**src/rtl/pwm_mon_pkg.sv**
```systemverilog
`default_nettype none
// ============================================================================
//  Module      : pwm_mon_pkg
//  Description : Shared types and constants for the PWM duty monitor:
//                per-channel state encoding, counter/duty widths, the
//                duty mid-point and high-time saturation limit, and a
//                helper computing the magnitude of a duty difference.
//  Revision    : 1.0  initial release
// ============================================================================
package pwm_mon_pkg;

    // Period counter must be able to reach the largest TIMEOUT in use.
    localparam int CNT_W  = 16;
    // High-time counter saturates at HI_MAX, so 11 bits suffice.
    localparam int HI_W   = 11;
    // Signed duty: high time minus MID, range -1024..+1023.
    localparam int DUTY_W = 12;

    localparam int MID    = 1024;
    localparam int HI_MAX = 2047;

    localparam logic [DUTY_W-1:0] DUTY_MID_C = DUTY_W'(MID);
    localparam logic [DUTY_W-1:0] DUTY_MAX_C = 12'h3FF;   // +1023
    localparam logic [DUTY_W-1:0] DUTY_MIN_C = 12'hC00;   // -1024
    localparam logic [HI_W-1:0]   HI_MAX_C   = HI_W'(HI_MAX);

    typedef enum logic [1:0] {
        WAIT_EDGE = 2'd0,
        MEAS      = 2'd1,
        STUCK     = 2'd2
    } chan_state_e;

    // |a - b| for two signed duties; one extra bit keeps the full range.
    function automatic logic [DUTY_W:0] duty_abs_diff(
        input logic signed [DUTY_W-1:0] a,
        input logic signed [DUTY_W-1:0] b
    );
        logic signed [DUTY_W:0] d;
        d = {a[DUTY_W-1], a} - {b[DUTY_W-1], b};
        if (d[DUTY_W]) begin
            return -d;
        end
        return d;
    endfunction

endpackage : pwm_mon_pkg
`default_nettype wire

```
**src/rtl/pwm_chan_meas.sv**
```systemverilog
`default_nettype none
// ============================================================================
//  Module      : pwm_chan_meas
//  Description : Measures the duty of one PWM1 signal. Each rising edge
//                closes a period and publishes duty = high_time - MID with
//                a one-cycle vld pulse. If no rising edge is seen for
//                TIMEOUT clocks the channel is declared stuck and the duty
//                is forced to the rail matching the current PWM1 level.
//  Ports       : clk, rst  - clock, synchronous active-high reset
//                pwm1      - PWM input, already in the clk domain
//                duty      - signed duty of the last completed period
//                vld       - one-cycle pulse when duty updates
//                stuck     - no rising edge for TIMEOUT clocks
//  Revision    : 1.0  initial release
// ============================================================================
module pwm_chan_meas
    import pwm_mon_pkg::*;
#(
    parameter int TIMEOUT = 4096
) (
    input  logic                     clk,
    input  logic                     rst,
    input  logic                     pwm1,
    output logic signed [DUTY_W-1:0] duty,
    output logic                     vld,
    output logic                     stuck
);

    localparam logic [CNT_W-1:0] TIMEOUT_C = CNT_W'(TIMEOUT);

    chan_state_e       state_q,    state_d;
    logic              pwm_prev_q, pwm_prev_d;
    logic [CNT_W-1:0]  per_cnt_q,  per_cnt_d;
    logic [HI_W-1:0]   hi_cnt_q,   hi_cnt_d;
    logic [DUTY_W-1:0] duty_q,     duty_d;
    logic              vld_q,      vld_d;
    logic              stuck_q,    stuck_d;

    logic rise;
    logic timed_out;

    assign rise      = pwm1 & ~pwm_prev_q;
    assign timed_out = (per_cnt_q == TIMEOUT_C);

    always_comb begin
        state_d    = state_q;
        pwm_prev_d = pwm1;
        per_cnt_d  = per_cnt_q;
        hi_cnt_d   = hi_cnt_q;
        duty_d     = duty_q;
        vld_d      = 1'b0;
        stuck_d    = stuck_q;

        case (state_q)
            WAIT_EDGE: begin
                // First edge only starts a period; nothing to publish yet.
                if (rise) begin
                    state_d   = MEAS;
                    per_cnt_d = CNT_W'(1);
                    hi_cnt_d  = HI_W'(1);
                end else if (timed_out) begin
                    state_d = STUCK;
                    stuck_d = 1'b1;
                    vld_d   = 1'b1;
                    duty_d  = pwm1 ? DUTY_MAX_C : DUTY_MIN_C;
                end else begin
                    per_cnt_d = per_cnt_q + CNT_W'(1);
                end
            end

            MEAS: begin
                if (rise) begin
                    // hi_cnt holds the high cycles of the period just closed;
                    // the edge cycle itself is the first high cycle of the next.
                    duty_d    = {1'b0, hi_cnt_q} - DUTY_MID_C;
                    vld_d     = 1'b1;
                    per_cnt_d = CNT_W'(1);
                    hi_cnt_d  = HI_W'(1);
                end else if (timed_out) begin
                    state_d = STUCK;
                    stuck_d = 1'b1;
                    vld_d   = 1'b1;
                    duty_d  = pwm1 ? DUTY_MAX_C : DUTY_MIN_C;
                end else begin
                    per_cnt_d = per_cnt_q + CNT_W'(1);
                    if (pwm1 && (hi_cnt_q != HI_MAX_C)) begin
                        hi_cnt_d = hi_cnt_q + HI_W'(1);
                    end
                end
            end

            STUCK: begin
                // Recovery edge restarts measurement; the partial period
                // before it is meaningless, so no vld here.
                if (rise) begin
                    state_d   = MEAS;
                    stuck_d   = 1'b0;
                    per_cnt_d = CNT_W'(1);
                    hi_cnt_d  = HI_W'(1);
                end
            end

            default: begin
                state_d = WAIT_EDGE;
            end
        endcase
    end

    always_ff @(posedge clk) begin
        if (rst) begin
            state_q    <= WAIT_EDGE;
            pwm_prev_q <= 1'b0;
            per_cnt_q  <= '0;
            hi_cnt_q   <= '0;
            duty_q     <= '0;
            vld_q      <= 1'b0;
            stuck_q    <= 1'b0;
        end else begin
            state_q    <= state_d;
            pwm_prev_q <= pwm_prev_d;
            per_cnt_q  <= per_cnt_d;
            hi_cnt_q   <= hi_cnt_d;
            duty_q     <= duty_d;
            vld_q      <= vld_d;
            stuck_q    <= stuck_d;
        end
    end

    assign duty  = duty_q;
    assign vld   = vld_q;
    assign stuck = stuck_q;

endmodule : pwm_chan_meas
`default_nettype wire

```
**src/rtl/pwm_duty_mon.sv**
```systemverilog
`default_nettype none
// ============================================================================
//  Module      : pwm_duty_mon
//  Description : Dual-motor PWM duty monitor. One pwm_chan_meas per motor
//                measures PWM1 duty and detects a stuck channel. This level
//                adds the sticky shoot-through (PWM1 & PWM2) flag and a
//                settled indicator that requires both duties to stay within
//                TOL counts for SETTLE_N consecutive left periods.
//  Ports       : clk, rst            - clock, synchronous active-high reset
//                PWM1/2_lft, _rght   - motor PWM pairs (clk domain)
//                clr_err             - clears ovr_lap
//                lft_duty, rght_duty - signed duty (high time - 1024)
//                lft_vld, rght_vld   - duty update pulses
//                stuck               - {lft, rght} no-edge timeout flags
//                ovr_lap             - sticky PWM1/PWM2 overlap flag
//                settled             - duties stable for SETTLE_N periods
//  Revision    : 1.0  initial release
// ============================================================================
module pwm_duty_mon
    import pwm_mon_pkg::*;
#(
    parameter int TOL      = 8,
    parameter int SETTLE_N = 8,
    parameter int TIMEOUT  = 4096
) (
    input  logic                     clk,
    input  logic                     rst,
    input  logic                     PWM1_lft,
    input  logic                     PWM2_lft,
    input  logic                     PWM1_rght,
    input  logic                     PWM2_rght,
    input  logic                     clr_err,
    output logic signed [DUTY_W-1:0] lft_duty,
    output logic signed [DUTY_W-1:0] rght_duty,
    output logic                     lft_vld,
    output logic                     rght_vld,
    output logic [1:0]               stuck,
    output logic                     ovr_lap,
    output logic                     settled
);

    localparam int                RUN_W     = $clog2(SETTLE_N + 1);
    localparam logic [RUN_W-1:0]  RUN_MAX_C = RUN_W'(SETTLE_N);
    localparam logic [DUTY_W:0]   TOL_C     = (DUTY_W + 1)'(TOL);

    logic lft_stuck;
    logic rght_stuck;

    pwm_chan_meas #(
        .TIMEOUT (TIMEOUT)
    ) u_lft (
        .clk   (clk),
        .rst   (rst),
        .pwm1  (PWM1_lft),
        .duty  (lft_duty),
        .vld   (lft_vld),
        .stuck (lft_stuck)
    );

    pwm_chan_meas #(
        .TIMEOUT (TIMEOUT)
    ) u_rght (
        .clk   (clk),
        .rst   (rst),
        .pwm1  (PWM1_rght),
        .duty  (rght_duty),
        .vld   (rght_vld),
        .stuck (rght_stuck)
    );

    assign stuck = {lft_stuck, rght_stuck};

    // ------------------------------------------------------------------
    // Overlap flag: set has priority over clear.
    // ------------------------------------------------------------------
    logic ovr_lap_q, ovr_lap_d;
    logic ovr_set;

    assign ovr_set = (PWM1_lft & PWM2_lft) | (PWM1_rght & PWM2_rght);

    always_comb begin
        ovr_lap_d = ovr_set | (ovr_lap_q & ~clr_err);
    end

    // ------------------------------------------------------------------
    // Settle tracking, evaluated once per left period. The right duty is
    // sampled at the same instants so both use the same time base.
    // ------------------------------------------------------------------
    logic [RUN_W-1:0]         run_q,       run_d;
    logic                     seeded_q,    seeded_d;
    logic signed [DUTY_W-1:0] hist_lft_q,  hist_lft_d;
    logic signed [DUTY_W-1:0] hist_rght_q, hist_rght_d;

    logic [DUTY_W:0] diff_lft;
    logic [DUTY_W:0] diff_rght;
    logic            both_stable;

    assign diff_lft    = duty_abs_diff(lft_duty,  hist_lft_q);
    assign diff_rght   = duty_abs_diff(rght_duty, hist_rght_q);
    assign both_stable = (diff_lft <= TOL_C) && (diff_rght <= TOL_C);

    always_comb begin
        run_d       = run_q;
        seeded_d    = seeded_q;
        hist_lft_d  = hist_lft_q;
        hist_rght_d = hist_rght_q;

        if (lft_vld) begin
            hist_lft_d  = lft_duty;
            hist_rght_d = rght_duty;
            seeded_d    = 1'b1;
            // Until history is seeded there is nothing to compare against.
            if (seeded_q) begin
                if (both_stable) begin
                    if (run_q != RUN_MAX_C) begin
                        run_d = run_q + RUN_W'(1);
                    end
                end else begin
                    run_d = '0;
                end
            end
        end

        if (|stuck) begin
            run_d = '0;
        end
    end

    always_ff @(posedge clk) begin
        if (rst) begin
            ovr_lap_q   <= 1'b0;
            run_q       <= '0;
            seeded_q    <= 1'b0;
            hist_lft_q  <= '0;
            hist_rght_q <= '0;
        end else begin
            ovr_lap_q   <= ovr_lap_d;
            run_q       <= run_d;
            seeded_q    <= seeded_d;
            hist_lft_q  <= hist_lft_d;
            hist_rght_q <= hist_rght_d;
        end
    end

    assign ovr_lap = ovr_lap_q;
    assign settled = (run_q == RUN_MAX_C);

endmodule : pwm_duty_mon
`default_nettype wire

```
**config.mk**
```make
export PLATFORM = sky130hd
export DESIGN_NAME = pwm_duty_mon
export DESIGN_NICKNAME = d
export VERILOG_FILES = /design/src/rtl/pwm_mon_pkg.sv /design/src/rtl/pwm_chan_meas.sv /design/src/rtl/pwm_duty_mon.sv
export SDC_FILE = /design/constraint.sdc
export NUM_CORES = 1
export LEC_CHECK = 0
export BUFFER_PORTS_ARGS = -buffer_cell sky130_fd_sc_hd__buf_2
export CAP_MARGIN = 20
export CORE_MARGIN = 4
export CORE_UTILIZATION = 66
export DETAILED_ROUTE_END_ITERATION = 12
export PLACE_DENSITY = 0.85
export SLEW_MARGIN = 0
export SYNTH_ARGS = -nofsm -noshare
export SYNTH_HDL_FRONTEND = slang
export SYNTH_SLANG_ARGS = --single-unit
```
**constraint.sdc**
```tcl
create_clock -name clk -period 5.17 [get_ports clk]
set_input_delay 0.517 -clock clk [delete_from_list [all_inputs] [get_ports clk]]
set_output_delay 0.517 -clock clk [all_outputs]
set_load 0.01 [all_outputs]
```
# Word-level counts from Yosys, hierarchy flattened
# Index checks and enable logic that the tools add are counted.
# totals
register_bits	118
inputBits	7
wordCells	160
out_inout_bits	30
# op_classes
n_mux	62
bitwise	10
n_reduce_logical	27
magnitude_cmp	2
n_eq_ne	29
addsub	11
# ops
op	n
2-to-1 mux 12 bit	8
2-to-1 mux 16 bit	6
2-to-1 mux 11 bit	8
case mux 16 bit (2 select lines)	2
2-to-1 mux 13 bit	4
case mux 12 bit (2 select lines)	2
case mux 11 bit (2 select lines)	2
adder 16 x 1 -> 16 bit, second input constant	2
== test 16 x 13 -> 1 bit, second input constant	2
<= comparator 13 x 4 -> 1 bit, second input constant	2
negation 13 bit	2
subtractor 12 x 12 -> 13 bit	2
subtractor 11 x 11 -> 12 bit, second input constant	2
adder 11 x 1 -> 11 bit, second input constant	2
!= test 11 bit, second input constant	2
2-to-1 mux 2 bit	8
AND reduction 4 bit	4
2-to-1 mux 1 bit	14
!= test 2 x 1 -> 1 bit, second input constant	7
!= test 2 bit, second input constant	6
!= test 3 x 2 -> 1 bit, second input constant	4
case mux 2 bit (3 select lines)	2
nonzero test 2 bit	6
AND reduction 3 bit	3
other kinds (16)	39

# Logic depth before layout (Yosys ltp)
# logic_depth
depth_word	8
depth_mapped	14

# Cells and area by module
# Synthesis repeated with hierarchy kept, for this count alone.
# unflattened
hier_cells	945
hier_area_um2	7896.3
# by_module_without_submodules
mod	area_per_inst_um2	n_inst	seq_area_each_um2	cells_per_inst
pwm_chan_meas	2398.6	2	880.8	272
pwm_duty_mon	3099.2	1	600.6	401

# Worst setup path after synthesis
# No wires, ideal clock.
# synth_path
kind	register to register
startpoint	register u_rght.duty_q[0] (netlist: u_rght.duty[0])
endpoint	register run_q[0]
stages_incl_launch_ff	15
path_slack_ps	1992
t_arrival_ps	3100
setup_ps	78
period_less_slack_ps	3178
path_cell_list	dfxtp_1 -> inv_1 -> ha_1 -> fa_1 -> and2b_1 -> o22a_1 -> xor2_1 -> or3_1 -> buf_2 -> o21a_1 -> o32ai_1 -> nand4_1 -> nor4_2 -> a31oi_1 -> nor3_1
# synth_via
elab_chain_cells	8
elab_cells_between_ends	10
cone_classes	2 x add/sub; 1 x order compare; 1 x eq/ne; 4 x mux; 2 x reduce/logical
# synth_rtl
element	line	text
start, declared	pwm_chan_meas.sv:35	logic [DUTY_W-1:0] duty_q, duty_d;
start signal, assigned	pwm_chan_meas.sv:123	duty_q <= duty_d;
subtractor 12 x 12 -> 13 bit (*)	pwm_mon_pkg.sv:39	d = {a[DUTY_W-1], a} - {b[DUTY_W-1], b};
negation 13 bit	pwm_mon_pkg.sv:41	return -d;
2-to-1 mux 13 bit	pwm_mon_pkg.sv:40	if (d[DUTY_W]) begin
2-to-1 mux 13 bit (*)	pwm_mon_pkg.sv:43	return d;
<= comparator 13 x 4 -> 1 bit (*)	pwm_duty_mon.sv:100	assign both_stable = (diff_lft <= TOL_C) && (diff_rght <= TOL_C);
logical AND 1 bit (*)	pwm_duty_mon.sv:100	
!= test 2 x 1 -> 1 bit (no source line)	n/a	
AND reduction 3 bit (no source line)	n/a	
end signal, assigned	pwm_duty_mon.sv:138	run_q <= run_d;
end, declared	pwm_duty_mon.sv:89	logic [RUN_W-1:0] run_q, run_d;
# Every way passes the cells marked *; elsewhere a longest branch is shown, timed or not. The select of a mux whose other input is x is not followed.
# A chain may end at the register's enable or synchronous reset.

# Worst setup path after layout
# layout_path
startpoint	register hist_lft_q[3]
endpoint	register run_q[3]
# layout_via
elab_chain_cells	8
elab_cells_between_ends	10
cone_classes	2 x add/sub; 1 x order compare; 1 x eq/ne; 4 x mux; 2 x reduce/logical
# layout_rtl
element	line	text
start, declared	pwm_duty_mon.sv:91	logic signed [DUTY_W-1:0] hist_lft_q, hist_lft_d;
start signal, assigned	pwm_duty_mon.sv:140	hist_lft_q <= hist_lft_d;
subtractor 12 x 12 -> 13 bit (*)	pwm_mon_pkg.sv:39	
negation 13 bit	pwm_mon_pkg.sv:41	
2-to-1 mux 13 bit	pwm_mon_pkg.sv:40	
2-to-1 mux 13 bit (*)	pwm_mon_pkg.sv:43	
<= comparator 13 x 4 -> 1 bit (*)	pwm_duty_mon.sv:100	
logical AND 1 bit (*)	pwm_duty_mon.sv:100	
!= test 2 x 1 -> 1 bit (no source line)	n/a	
AND reduction 3 bit (no source line)	n/a	
# Marked as above.

==> impl_results.md <==
- Count of vias placed by the detailed router: 6301
- DRC Markers: 0
- Cell Pwr Density: 334 nW/um^2
- Max frequency: 279 MHz
- Number of optimization iterations in the first detailed-route pass: 5
- Count of routing violations after the opening detailed-route iteration: 345
- Peak ir drop on the vdd network: 235 uV
- Tightest slew margin relative to the limit: 32.4%
- Unrepaired setup endpoints after global routing: false
- Final Wtd Congestion: 0.903
- Drt total wl: 16.0 mm
- Clock tree from TritonCTS: yes
- Transition at the pin with the smallest max-transition slack: 1010 ps
- Post-CTS setup-driven buffer insertion count: 0
- Cell accounting for the most synthesized area: sky130_fd_sc_hd__dfxtp_1
- Crit path launch: hist_lft_q[3]
- Data arrival time of the critical path: 4010 ps
- Wire length of the first global-routing pass: 26.8 mm
- R2r startpoint: hist_lft_q[3]
- Max-slew violation count: 0
- Clock latency at the later pin of the worst-skew pair: 520 ps
- Total die area: 12200 um^2
- Number of buffers inserted during clock tree synthesis: 17
- Non-Filler Cell Area, Final: 7700 um^2
- FILL cells: 755
- X dimension of the die: 110 um
- Leading post-synthesis cells by cell area: sky130_fd_sc_hd__dfxtp_1 34%, sky130_fd_sc_hd__nor2_1 7.3%, sky130_fd_sc_hd__ha_1 5.8%
- Reported max-cap violation count: 0
- Pin count of the biggest net entering global routing: 54
- Crit Path Class: reg2reg
- Share of cells above drive strength 1: 8.79%
- Critical Path Sink: run_q[3]
- Number of flip-flops and latches in the synthesized netlist: 118
- Gate count after technology mapping: 878
- Most frequently used flop master after synthesis: sky130_fd_sc_hd__dfxtp_1
- All-layer global routing usage: 27.2%
- # resized after CTS: 0
- Number of global-route vias before repair: 5903
- Die Ht: 110 um
- Combined area of the multi-input logic cells: 4220 um^2
- Destination of the worst register-to-register timing path: run_q[3]
- Time the final worst path needs with I/O delays and setup: 3580 ps
- Share of synthesized area occupied by flip-flops and latches: 34.2%
- # setup viols final: 0
- Core Footprint: 10300 um^2
- Leading cell type by number of instances after synthesis: sky130_fd_sc_hd__nor2_1
- Setup slack of the worst register-to-register path: 1590 ps
- Setup skew after layout: 9.52 ps
- Distinct cells, synth: 77
- Maximum buffer depth of the clock tree: 2
- Number of buffers inserted by port buffering: 36
- Remaining Overflow, GRT: 0
- Worst setup SP type: flip-flop
- Num Clock Sinks: 118
- Remaining antenna violation count: 0
- Clock-pin transition on the worst setup and hold timing paths: 50 ps
- Hold/Removal Path Class: in2reg
- Highest net fanout along the worst path: 6
- Setup TNS: 0 ps
- Crit share post-route: 69.3%
- # nets final: 940
- Number of synthesized flops with an enable pin: 0
- Total inserted antenna cells: 0
- Required @ worst endpoint: 5600 ps
- Depth of the CTS H-tree: 4
- Static leakage: 0.00301 uW
- Top cell type's share of synthesized area: 34.2%
- Post-synth net total: 919
- HPWL after DPL: 11.2 mm
- Syn. warnings: 0
- Result of the run: finished clean
- Post-Synthesis Cell Area: 6910 um^2
- Post-synth ARST share: 0%
- Initial Utilization: 67.2%
- Area used by sequential logic in the layout: 2360 um^2
- Top Ports: 37
- Initial antenna violation count: 0
- Site row count: 37
- CTS root buf: sky130_fd_sc_hd__clkbuf_8
- Syn Area/Cell: 7.87 um^2
- Most used standard cells in the synthesized netlist: 134 x sky130_fd_sc_hd__nor2_1, 118 x sky130_fd_sc_hd__dfxtp_1, 68 x sky130_fd_sc_hd__nand2_1
- Post-detailed-placement cell area: 7130 um^2
- Worst Reg2Reg Path Length in Cells: 12
- Average detailed-routed wire length per instance: 15.2 um
- Syn-to-layout area delta: 11.4%
- Count of endpoints failing hold in the final timing report: 0
- Endpoint kind of the worst setup timing path: flip-flop
- Vias per Instance: 6.02
- # hold bufs at CTS: 0
-- worst min-delay path by stage --
stage                          from       end  depth (start not counted)
after floorplan            seeded_q  seeded_q                          2
after global placement     seeded_q  seeded_q                          2
after detailed placement   seeded_q  seeded_q                          2
after CTS                 PWM2_rght   ovr_lap                          3
after global routing      PWM2_rght   ovr_lap                          3
final                     PWM2_rght   ovr_lap                          3
-- cells in the final DEF, fill, tap and decap left out, types with 4 or more instances in the layout --
master                      count
sky130_fd_sc_hd__nand3_1       27
sky130_fd_sc_hd__xnor2_1       10
sky130_fd_sc_hd__o21ai_0       32
sky130_fd_sc_hd__buf_2         36
sky130_fd_sc_hd__nor2_1       134
sky130_fd_sc_hd__a22oi_1        4
sky130_fd_sc_hd__nor2b_1       14
sky130_fd_sc_hd__xor2_1        30
sky130_fd_sc_hd__and3_1        15
sky130_fd_sc_hd__clkbuf_16     16
sky130_fd_sc_hd__o21a_1         7
sky130_fd_sc_hd__nand4_1       21
sky130_fd_sc_hd__o31ai_1        5
sky130_fd_sc_hd__a211oi_1       9
sky130_fd_sc_hd__ha_1          32
sky130_fd_sc_hd__inv_1         47
sky130_fd_sc_hd__mux2i_1       31
sky130_fd_sc_hd__nor3_1        39
sky130_fd_sc_hd__a21oi_1       64
sky130_fd_sc_hd__clkbuf_8       6
sky130_fd_sc_hd__nand2b_1      12
sky130_fd_sc_hd__dfxtp_1      118
sky130_fd_sc_hd__nand2_1       68
sky130_fd_sc_hd__clkbuf_1       5
sky130_fd_sc_hd__or3_1         14
sky130_fd_sc_hd__nor3b_1        7
sky130_fd_sc_hd__a21o_1         9
sky130_fd_sc_hd__nor4_1         9
sky130_fd_sc_hd__and2_1         4
sky130_fd_sc_hd__a31oi_1        7
-- final cells by class --
cell class / instances / share of cell area [%]
Tap cell: 136 / 2.21
Timing Repair Buffer: 39 / 2.63
Sequential cell: 118 / 30.7
Clock inverter: 3 / 0.845
Inverter: 47 / 2.29
Clock buffer: 27 / 6.52
Multi-Input combinational cell: 676 / 54.8
-- worst max-delay path: stages, from the launching register on --
cell and delay [ps]:
sky130_fd_sc_hd__dfxtp_1 330, sky130_fd_sc_hd__inv_1 50, sky130_fd_sc_hd__ha_1 380, sky130_fd_sc_hd__nand2_1 90, sky130_fd_sc_hd__a211oi_1 390, sky130_fd_sc_hd__nor2_1 120
sky130_fd_sc_hd__xnor2_1 250, sky130_fd_sc_hd__nor4_1 730, sky130_fd_sc_hd__mux2i_1 260, sky130_fd_sc_hd__nand4_1 110, sky130_fd_sc_hd__nor4_2 380, sky130_fd_sc_hd__a31oi_1 190
sky130_fd_sc_hd__nor3_1 230
-- sequential cells by signal, summed over array words and instances, names as in the netlist, 2 cells and up --
signal,count
u_lft.per_cnt_q,16
u_rght.per_cnt_q,16
hist_lft_q,12
hist_rght_q,12
u_lft.duty,12
u_rght.duty,12
u_lft.hi_cnt_q,11
u_rght.hi_cnt_q,11
run_q,4
u_lft.state_q,2
u_rght.state_q,2
-- stage by stage --
| stage | power [uW] | std cells | hold WS, ps | worst slack [ps] | utilization, % |
|---|---|---|---|---|---|
| after detailed placement | 1450 | 1016 | 459 | 1630 | 69.4 |
| final | 2570 | 1046 | 250 | 1590 | 74.9 |
| after global placement | 1440 | 1016 | 447 | 1820 | 69.4 |
| after CTS | 2580 | 1046 | 238 | 1620 | 74.9 |
| after global routing | 2680 | 1046 | 286 | 1320 | 74.9 |
| after floorplan | 1360 | 878 | 435 | 1990 | - |
-- metal layers --
layer,up-vias,part of all wire [%],track usage (%)
met5,-,0,0
met1,2955,46,34.8
met4,0,1.5,8.88
met2,160,48,45.8
li1,3161,-,-
met3,25,4.3,5.88
-- logic make-up (layout without fill, tap and decap cells) --
group / Yosys count / in the layout / share of synthesized area (%)
multiplexers: 32 / 32 / 4.65
flip-flops: 118 / 118 / 34.2
adder cells (fa/ha/maj): 35 / 35 / 6.52
AND/OR/NAND/NOR: 383 / 383 / 26.9
AO/OA/AOI/OAI: 186 / 186 / 18.0
buffers and inverters: 84 / 116 / 4.71
XOR/XNOR: 40 / 40 / 5.07
-- power by group --
group | total, uW | switching [uW] | internal (uW)
Sequential | 955 | 24.4 | 930
Clock | 1130 | 384 | 744
Combinational | 489 | 294 | 195
Power figures use the tool's default switching activity.
